===== config.mk =====
export PLATFORM = sky130hd
export DESIGN_NAME = imem_boot_loader
export DESIGN_NICKNAME = d
export VERILOG_FILES = /design/src/rtl/imem_boot_loader.sv
export SDC_FILE = /design/constraint.sdc
export NUM_CORES = 1
export LEC_CHECK = 0
export ABC_CLOCK_PERIOD_IN_PS = 2560
export CORE_ASPECT_RATIO = 1.2
export CORE_MARGIN = 5
export CORE_UTILIZATION = 54
export DETAILED_ROUTE_END_ITERATION = 16
export HOLD_SLACK_MARGIN = 0.1
export PLACE_DENSITY_LB_ADDON = 0.2
export SETUP_SLACK_MARGIN = 0.4
export SYNTH_ARGS = -nofsm -noshare
export SYNTH_HDL_FRONTEND = slang
export SYNTH_SLANG_ARGS = --single-unit

===== constraint.sdc =====
create_clock -name Clk -period 2.56 [get_ports Clk]
set_input_delay 0.384 -clock Clk [delete_from_list [all_inputs] [get_ports Clk]]
set_output_delay 0.384 -clock Clk [all_outputs]
set_load 0.05 [all_outputs]

===== src/rtl/imem_boot_loader.sv =====
// Streams a length-prefixed byte image into instruction memory, then releases the mips core from reset.
// Optional feature macro LOADER_CSUM_EN appends a 32-bit XOR checksum that must match before release.
//
// state | meaning
// ------+--------------------------------------------------------------
// IDLE  | waiting for start, core held in reset
// HDR0  | receiving word-count low byte
// HDR1  | receiving word-count high byte
// DATA  | receiving data bytes, writing one IM word per 4 bytes
// CSUM  | receiving the 4-byte XOR checksum (LOADER_CSUM_EN only)
// DONE  | image loaded, core released one cycle after entry
// ERROR | load aborted, core held in reset
module imem_boot_loader #(
    parameter int unsigned     AW        = 15,
    parameter logic [AW-1:0]   BASE_ADDR = AW'(15'h0C00),
    parameter logic [15:0]     MAX_WORDS = 16'h0090
) (
    input  logic          Clk,
    input  logic          Rst_n,
    input  logic          start,
    input  logic [7:0]    rx_data,
    input  logic          rx_valid,
    output logic          rx_ready,
    output logic          im_we,
    output logic [AW-1:0] im_addr,
    output logic [31:0]   im_wdata,
    output logic          cpu_rst,
    output logic          busy,
    output logic          done,
    output logic          error,
    output logic [15:0]   word_cnt
);

`ifdef LOADER_CSUM_EN
    typedef enum logic [2:0] {S_IDLE, S_HDR0, S_HDR1, S_DATA, S_CSUM, S_DONE, S_ERROR} state_t;
    localparam state_t S_POST = S_CSUM;
`else
    typedef enum logic [2:0] {S_IDLE, S_HDR0, S_HDR1, S_DATA, S_DONE, S_ERROR} state_t;
    localparam state_t S_POST = S_DONE;
`endif

    state_t        r_state;
    state_t        w_state_nxt;
    logic          r_rx_ready;
    logic          r_im_we;
    logic [AW-1:0] r_im_addr;
    logic [31:0]   r_im_wdata;
    logic          r_cpu_rst;
    logic          r_busy;
    logic          r_done;
    logic          r_error;
    logic [15:0]   r_word_cnt;
    logic [15:0]   r_count;
    logic [1:0]    r_idx;
    logic [23:0]   r_shift;
`ifdef LOADER_CSUM_EN
    logic [31:0]   r_xor;
`endif

    logic          w_xfer;
    logic          w_begin;
    logic          w_word_full;
    logic          w_last_word;
    logic          w_busy_nxt;
    logic [15:0]   w_hdr_count;
    logic [31:0]   w_word;

    assign w_xfer      = rx_valid && r_rx_ready;
    assign w_begin     = start && (r_state == S_IDLE || r_state == S_DONE || r_state == S_ERROR);
    assign w_hdr_count = {rx_data, r_count[7:0]};
    assign w_word      = {rx_data, r_shift};
    assign w_word_full = w_xfer && (r_state == S_DATA) && (r_idx == 2'd3);
    // The last word's write cycle must not accept a byte that belongs to nothing.
    assign w_last_word = w_word_full && ((r_word_cnt + 16'd1) == r_count);

    always_comb begin
        w_state_nxt = r_state;
        case (r_state)
            S_IDLE, S_DONE, S_ERROR: if (start) w_state_nxt = S_HDR0;
            S_HDR0: if (w_xfer) w_state_nxt = S_HDR1;
            S_HDR1: begin
                if (w_xfer) begin
                    if (w_hdr_count > MAX_WORDS)   w_state_nxt = S_ERROR;
                    else if (w_hdr_count == 16'd0) w_state_nxt = S_POST;
                    else                           w_state_nxt = S_DATA;
                end
            end
            S_DATA: if (r_word_cnt == r_count) w_state_nxt = S_POST;
`ifdef LOADER_CSUM_EN
            S_CSUM: begin
                if (w_xfer && r_idx == 2'd3)
                    w_state_nxt = (w_word == r_xor) ? S_DONE : S_ERROR;
            end
`endif
            default: w_state_nxt = S_IDLE;
        endcase
    end

    always_comb begin
        w_busy_nxt = 1'b0;
        case (w_state_nxt)
            S_HDR0, S_HDR1, S_DATA: w_busy_nxt = 1'b1;
`ifdef LOADER_CSUM_EN
            S_CSUM:                 w_busy_nxt = 1'b1;
`endif
            default:                w_busy_nxt = 1'b0;
        endcase
    end

    always_ff @(posedge Clk or negedge Rst_n) begin
        if (!Rst_n) begin
            r_state    <= S_IDLE;
            r_rx_ready <= 1'b0;
            r_im_we    <= 1'b0;
            r_im_addr  <= '0;
            r_im_wdata <= '0;
            r_cpu_rst  <= 1'b1;
            r_busy     <= 1'b0;
            r_done     <= 1'b0;
            r_error    <= 1'b0;
            r_word_cnt <= '0;
            r_count    <= '0;
            r_idx      <= '0;
            r_shift    <= '0;
`ifdef LOADER_CSUM_EN
            r_xor      <= '0;
`endif
        end else begin
            r_state    <= w_state_nxt;
            r_rx_ready <= w_busy_nxt && !w_last_word;
            r_busy     <= w_busy_nxt;
            r_done     <= (w_state_nxt == S_DONE);
            r_error    <= (w_state_nxt == S_ERROR);
            r_cpu_rst  <= !(r_state == S_DONE && w_state_nxt == S_DONE);
            r_im_we    <= 1'b0;
            if (w_begin) begin
                r_word_cnt <= '0;
                r_idx      <= '0;
`ifdef LOADER_CSUM_EN
                r_xor      <= '0;
`endif
            end
            if (w_xfer) r_shift <= {rx_data, r_shift[23:8]};
            if (w_xfer && r_state == S_HDR0) r_count[7:0] <= rx_data;
            if (w_xfer && r_state == S_HDR1) r_count <= w_hdr_count;
`ifdef LOADER_CSUM_EN
            if (w_xfer && (r_state == S_DATA || r_state == S_CSUM)) r_idx <= r_idx + 2'd1;
`else
            if (w_xfer && r_state == S_DATA) r_idx <= r_idx + 2'd1;
`endif
            if (w_word_full) begin
                r_im_we    <= 1'b1;
                r_im_addr  <= BASE_ADDR + AW'(r_word_cnt);
                r_im_wdata <= w_word;
                r_word_cnt <= r_word_cnt + 16'd1;
`ifdef LOADER_CSUM_EN
                r_xor      <= r_xor ^ w_word;
`endif
            end
        end
    end

    assign rx_ready = r_rx_ready;
    assign im_we    = r_im_we;
    assign im_addr  = r_im_addr;
    assign im_wdata = r_im_wdata;
    assign cpu_rst  = r_cpu_rst;
    assign busy     = r_busy;
    assign done     = r_done;
    assign error    = r_error;
    assign word_cnt = r_word_cnt;

endmodule


# Word-level counts from Yosys, hierarchy flattened
# Cells that the tools add are included.
[word_totals] input_bits=12 regBits=114 wordCells=65
[op_classes] magnitude_cmp=1 n_reduce_logical=20 muxes=13 n_addsub=3 eq_ne=13 bitwise=1
[ops] operator="equality test 16 bit" n=2
[ops] operator="2-to-1 mux 16 bit" n=2
[ops] operator="2-to-1 mux 3 bit" n=6
[ops] operator="adder 16 x 1 -> 16 bit (second input constant)" n=1
[ops] operator="> comparator 16 x 8 -> 1 bit (second input constant)" n=1
[ops] operator="zero test 16 bit" n=1
[ops] operator="adder 12 x 15 -> 15 bit (first input constant)" n=1
[ops] operator="equality test 3 x 2 -> 1 bit (second input constant)" n=4
[ops] operator="equality test 3 bit (second input constant)" n=4
[ops] operator="case mux 3 bit (4 select lines)" n=1
[ops] operator="logical AND 1 bit" n=9
[ops] operator="equality test 3 x 1 -> 1 bit (second input constant)" n=2
[ops] operator="OR reduction 3 bit" n=2
[ops] operator="2-to-1 mux 2 bit" n=2
[ops] operator="nonzero test 2 bit" n=2
[ops] operator="zero test 3 bit" n=1
[ops] operator="adder 2 x 1 -> 2 bit (second input constant)" n=1
[ops] operator="equality test 2 bit (second input constant)" n=1
[ops] operator="zero test 1 bit" n=2
[ops] operator="logical OR 1 bit" n=2
[ops] operator="2-to-1 mux 1 bit" n=2
[ops] operator="AND reduction 2 bit" n=1
[ops] operator="inverter 1 bit" n=1

# Depth between registers and ports, before layout
[logic_depth] depth_word=9 mapped_depth=8

# Worst setup path after synthesis
# No wires, ideal clock.
[synth_path] kind="flip-flop to flip-flop" start="register r_word_cnt[1] (netlist: word_cnt[1])" end="register r_rx_ready (netlist: rx_ready)" n_path_buf=1 path_slack_ns=0.247 path_stages_with_launch=9 setup_time_ns=0.131 arrival_ns=2.182 cell_sequence="dfrtp_1 -> ha_1 -> buf_2 -> nand4_1 -> or4_1 -> o21ai_1 -> o211ai_1 -> nor4_1 -> a31oi_1"
[synth_via] elab_chain_len=7 word_cells_on_any_way=13 cone_classes="1 x add/sub; 5 x eq/ne; 3 x mux; 4 x reduce/logical"
[synth_rtl] element="from (decl)" line_no="52" rtl="logic [15:0] r_word_cnt;"
[synth_rtl] element="from (signal assigned)" line_no="155" rtl="r_word_cnt <= r_word_cnt + 16'd1;"
[synth_rtl] element="branches (longest 6 deep; another with adder 16 x 1 -> 16 bit)"
[synth_rtl] element="logical AND 1 bit *" line_no="130" rtl="r_rx_ready <= w_busy_nxt && !w_last_word;"
[synth_rtl] element="to (signal assigned)" line_no="130"
[synth_rtl] element="to (decl)" line_no="44" rtl="logic r_rx_ready;"
# Every way passes the cells marked *.
# A chain may end at the register's enable or synchronous reset.

# Worst setup path in the final report
# Same ends and word-level chain as after synthesis.

==> impl_metrics.yaml <==
worst_setup_path:
  reg2reg_depth: 7
  crit_cells: 7
  end_kind: "flip-flop"
  cp.required_ps: 2840
  crit_type: "flip-flop to flip-flop"
  cp_top_family: "simple AND/OR/NAND/NOR gates"
  cp.arrival_ps: 2440
  path_cells: "ha_4 -> nand4_1 -> or4_1 -> o21ai_1 -> o211ai_1 -> nor4_1 -> a31oi_1"
  slowest_delay_ps: 460
  cp-start-kind: "flip-flop"
  crit_fanout: 8
  critPathBufInv: 0
  crit_path_top_delay_cell: "dfrtp_2"
routing:
  routed_via_density: 5.58
  firstDrtPassIters: 5
  drc: 0
  routed_wl_microns: 13000
  drt_iter0_drc: 202
  vias: 4201
  ant_nets: 0
  routedWlPerCell_microns: 17.3
placement:
  routabilityCongestion: 0.920
  dp_hpwl_microns: 8810
  io_buffer_count: 80
floorplanning:
  core_area_sq_um: 9610
  start_util_pct: 55.6
  die_area_sq_um: 12000
  die_height_microns: 119
  pin_count: 81
  die_x_microns: 101
  row_count: 39
logic_synthesis:
  syn_area_sq_um: 5340
  synth_edf_count: 0
  synth_flop_cell: "dfrtp_1"
  ys_ff_latch: 114
  syn_inst: 519
  yosysTopAreaCell: "dfrtp_1"
  yosysUniqueCellTypes: 60
  syn_nets: 535
  avgSynthCellArea_sq_um: 10.3
  ys_async_sr_fraction_pct: 100
  yosys_warnings: 0
  synth_top_area_share_pct: 52.9
  yosysSeqAreaShare_pct: 53.4
  synth_area_leaders: "dfrtp_1, nand2_1, mux2_2, xnor2_1, o21ai_0"
power_and_ir_drop:
  p_per_area_nw_per_um2: 1060
  ir_drop_uv: 848
  leakagePower_nw: 3.22
sta:
  relSlewSlack_pct: 55.8
  setup_viol: 0
  period_needed_ps: 2160
  hold_violations: 0
  fin_crit_sh_pct: 84.4
  rsz0062_at_grt: "true"
  fin_skew_ps: 6.78
  worst_slew_pin_slew_ps: 660
  max_freq_ghz: 0.463
  fin_setup_tns_ps: 0
  hold_ws_ps: 474
  slew_viol_final: 0
final_layout:
  fin_util_pct: 73.7
  area_growth_pct: 32.7
  nets: 633
  layout-drive-gt1-share_pct: 21.1
  antennaDiodeCount: 0
  layout.area.seq_sq_um: 2860
  multiInputGateArea_sq_um: 2370
  fillers: 668
clocking:
  ctsHtreeMaxLevel: 4
  path_clk_slew_ps: 50
  clkSinkCount: 114
  clkLatencyLatePin_ps: 410
  cts-root-buf: "clkbuf_16"
  cts_max_path_buffers: 2
  tritoncts: "built"
  cts_inserted_buffers: 17
global_route:
  grt_pass1_wl_microns: 21600
  grtUsageTotal_pct: 22.9
  grt_pass1_vias: 4332
  antenna_found_initial: 0
  grt_max_degree: 52
  grt_overflow: 0
run_status:
  outcome: "finished, final reports clean"
run:
  maxCapViolCount: 0
min_path:
  hp-class: "flip-flop to flip-flop"
  min_path_cells: 2
-- per-layer routing --
layer  part of all wire [%]  wire length (microns)  vias to the layer above  track usage (%)
met3                    6.0                    777                       42             5.38
met5                      0                      0                        -                0
met4                    3.1                    406                        0             9.69
met1                     41                   5300                     2038             28.5
li1                       -                      -                     1958                -
met2                     50                   6530                      163             38.0
-- logic make-up (layout without fill, tap and decap cells) --
| family | Yosys count | count (layout) | synth area share, % |
|---|---|---|---|
| multiplexers | 47 | 47 | 9.74 |
| flip-flops | 114 | 114 | 53.4 |
| AND/OR/NAND/NOR | 236 | 236 | 20.7 |
| XOR/XNOR | 27 | 27 | 5.13 |
| buffers and inverters | 39 | 150 | 3.65 |
| AO/OA/AOI/OAI | 52 | 52 | 6.39 |
| adder cells (fa/ha/maj) | 4 | 4 | 0.937 |
-- worst paths after layout --
| path | from | slack, ps | to |
|---|---|---|---|
| worst min register to register | r_shift[3]$_DFFE_PN0P_ | 470 | im_wdata[3]$_DFFE_PN0P_ |
| worst min-delay path | r_shift[3]$_DFFE_PN0P_ | 470 | im_wdata[3]$_DFFE_PN0P_ |
| max in group asynchronous | Rst_n | 1280 | word_cnt[10]$_DFFE_PN0P_ |
| worst max-delay path | word_cnt[1]$_DFFE_PN0P_ | 400 | rx_ready$_DFF_PN0_ |
| min in group asynchronous | Rst_n | 550 | im_addr[2]$_DFFE_PN0P_ |
| worst max register to register | word_cnt[1]$_DFFE_PN0P_ | 400 | rx_ready$_DFF_PN0_ |
-- final cells by class --
| cell class | instances | area share [%] |
|---|---|---|
| sequential | 114 | 40.4 |
| multi-input combinational | 366 | 33.4 |
| timing repair buffer | 110 | 14.7 |
| clock buffer | 24 | 6.80 |
| tap | 123 | 2.17 |
| clock inverter | 8 | 2.12 |
| inverter | 8 | 0.424 |
-- state kept, by name, indices dropped and copies added, names as in the netlist, 2 cells and up --
name	cells
im_wdata	32
r_shift	24
r_count	16
word_cnt	16
im_addr	15
r_state	3
r_idx	2
-- worst reg2reg max path: cells and delay by family, from the launching register on --
kind,cells,cell delay (ps)
AOI/OAI and AO/OA,3,450
adders and majority gates,1,190
DFF,1,460
and+or+nand+nor,3,930
-- synth_stat cells, types with 6 or more instances --
cell type / number
xor2_1: 7
mux2_2: 40
mux2i_1: 7
nor4_1: 6
nor2_1: 10
dfrtp_1: 113
xnor2_1: 15
clkbuf_1: 16
nand2_1: 154
nand4_1: 6
nand3_1: 18
buf_2: 6
inv_1: 7
nor3_1: 7
o21ai_0: 22
-- repair_timing --
item | 4_1_cts | 5_1_grt
setup endpoints to repair | 12 | 3
gates resized for setup | 13 | 13
buffers inserted | 0 | 7
endpoints found under the hold margin | 48 | 0
pin swaps | 0 | 3
hold buffers | 1 | 0
-- power breakdown --
group	total, W	switching [W]	internal [W]
registers	0.00244	0.000260	0.00218
logic	0.00255	0.00170	0.000851
clock network	0.00251	0.000807	0.00171
-- cell usage in the layout (no fill, tap or decap), types with 9 or more instances in the layout --
master and count:
nand2_1 154, nand3_1 18, mux2_2 40, clkdlybuf4s50_1 66, dlygate4sd2_1 11, xnor2_2 9
buf_4 27, nor2_1 10, xnor2_1 10, o21ai_0 22, dfrtp_1 105, clkbuf_16 17
-- metrics by stage --
| stage | instances | setup WS [ps] | instance area (sq um) | power, W |
|---|---|---|---|---|
| after floorplan | 519 | 403 | 5360 | 0.00407 |
| after global placement | 713 | 271 | 6340 | 0.00489 |
| after detailed placement | 713 | 144 | 6340 | 0.00495 |
| after CTS | 746 | 409 | 6970 | 0.00749 |
| after global routing | 753 | 257 | 7090 | 0.00783 |
| final | 753 | 401 | 7090 | 0.00750 |
No activity file was read; power rests on OpenSTA's default activity.
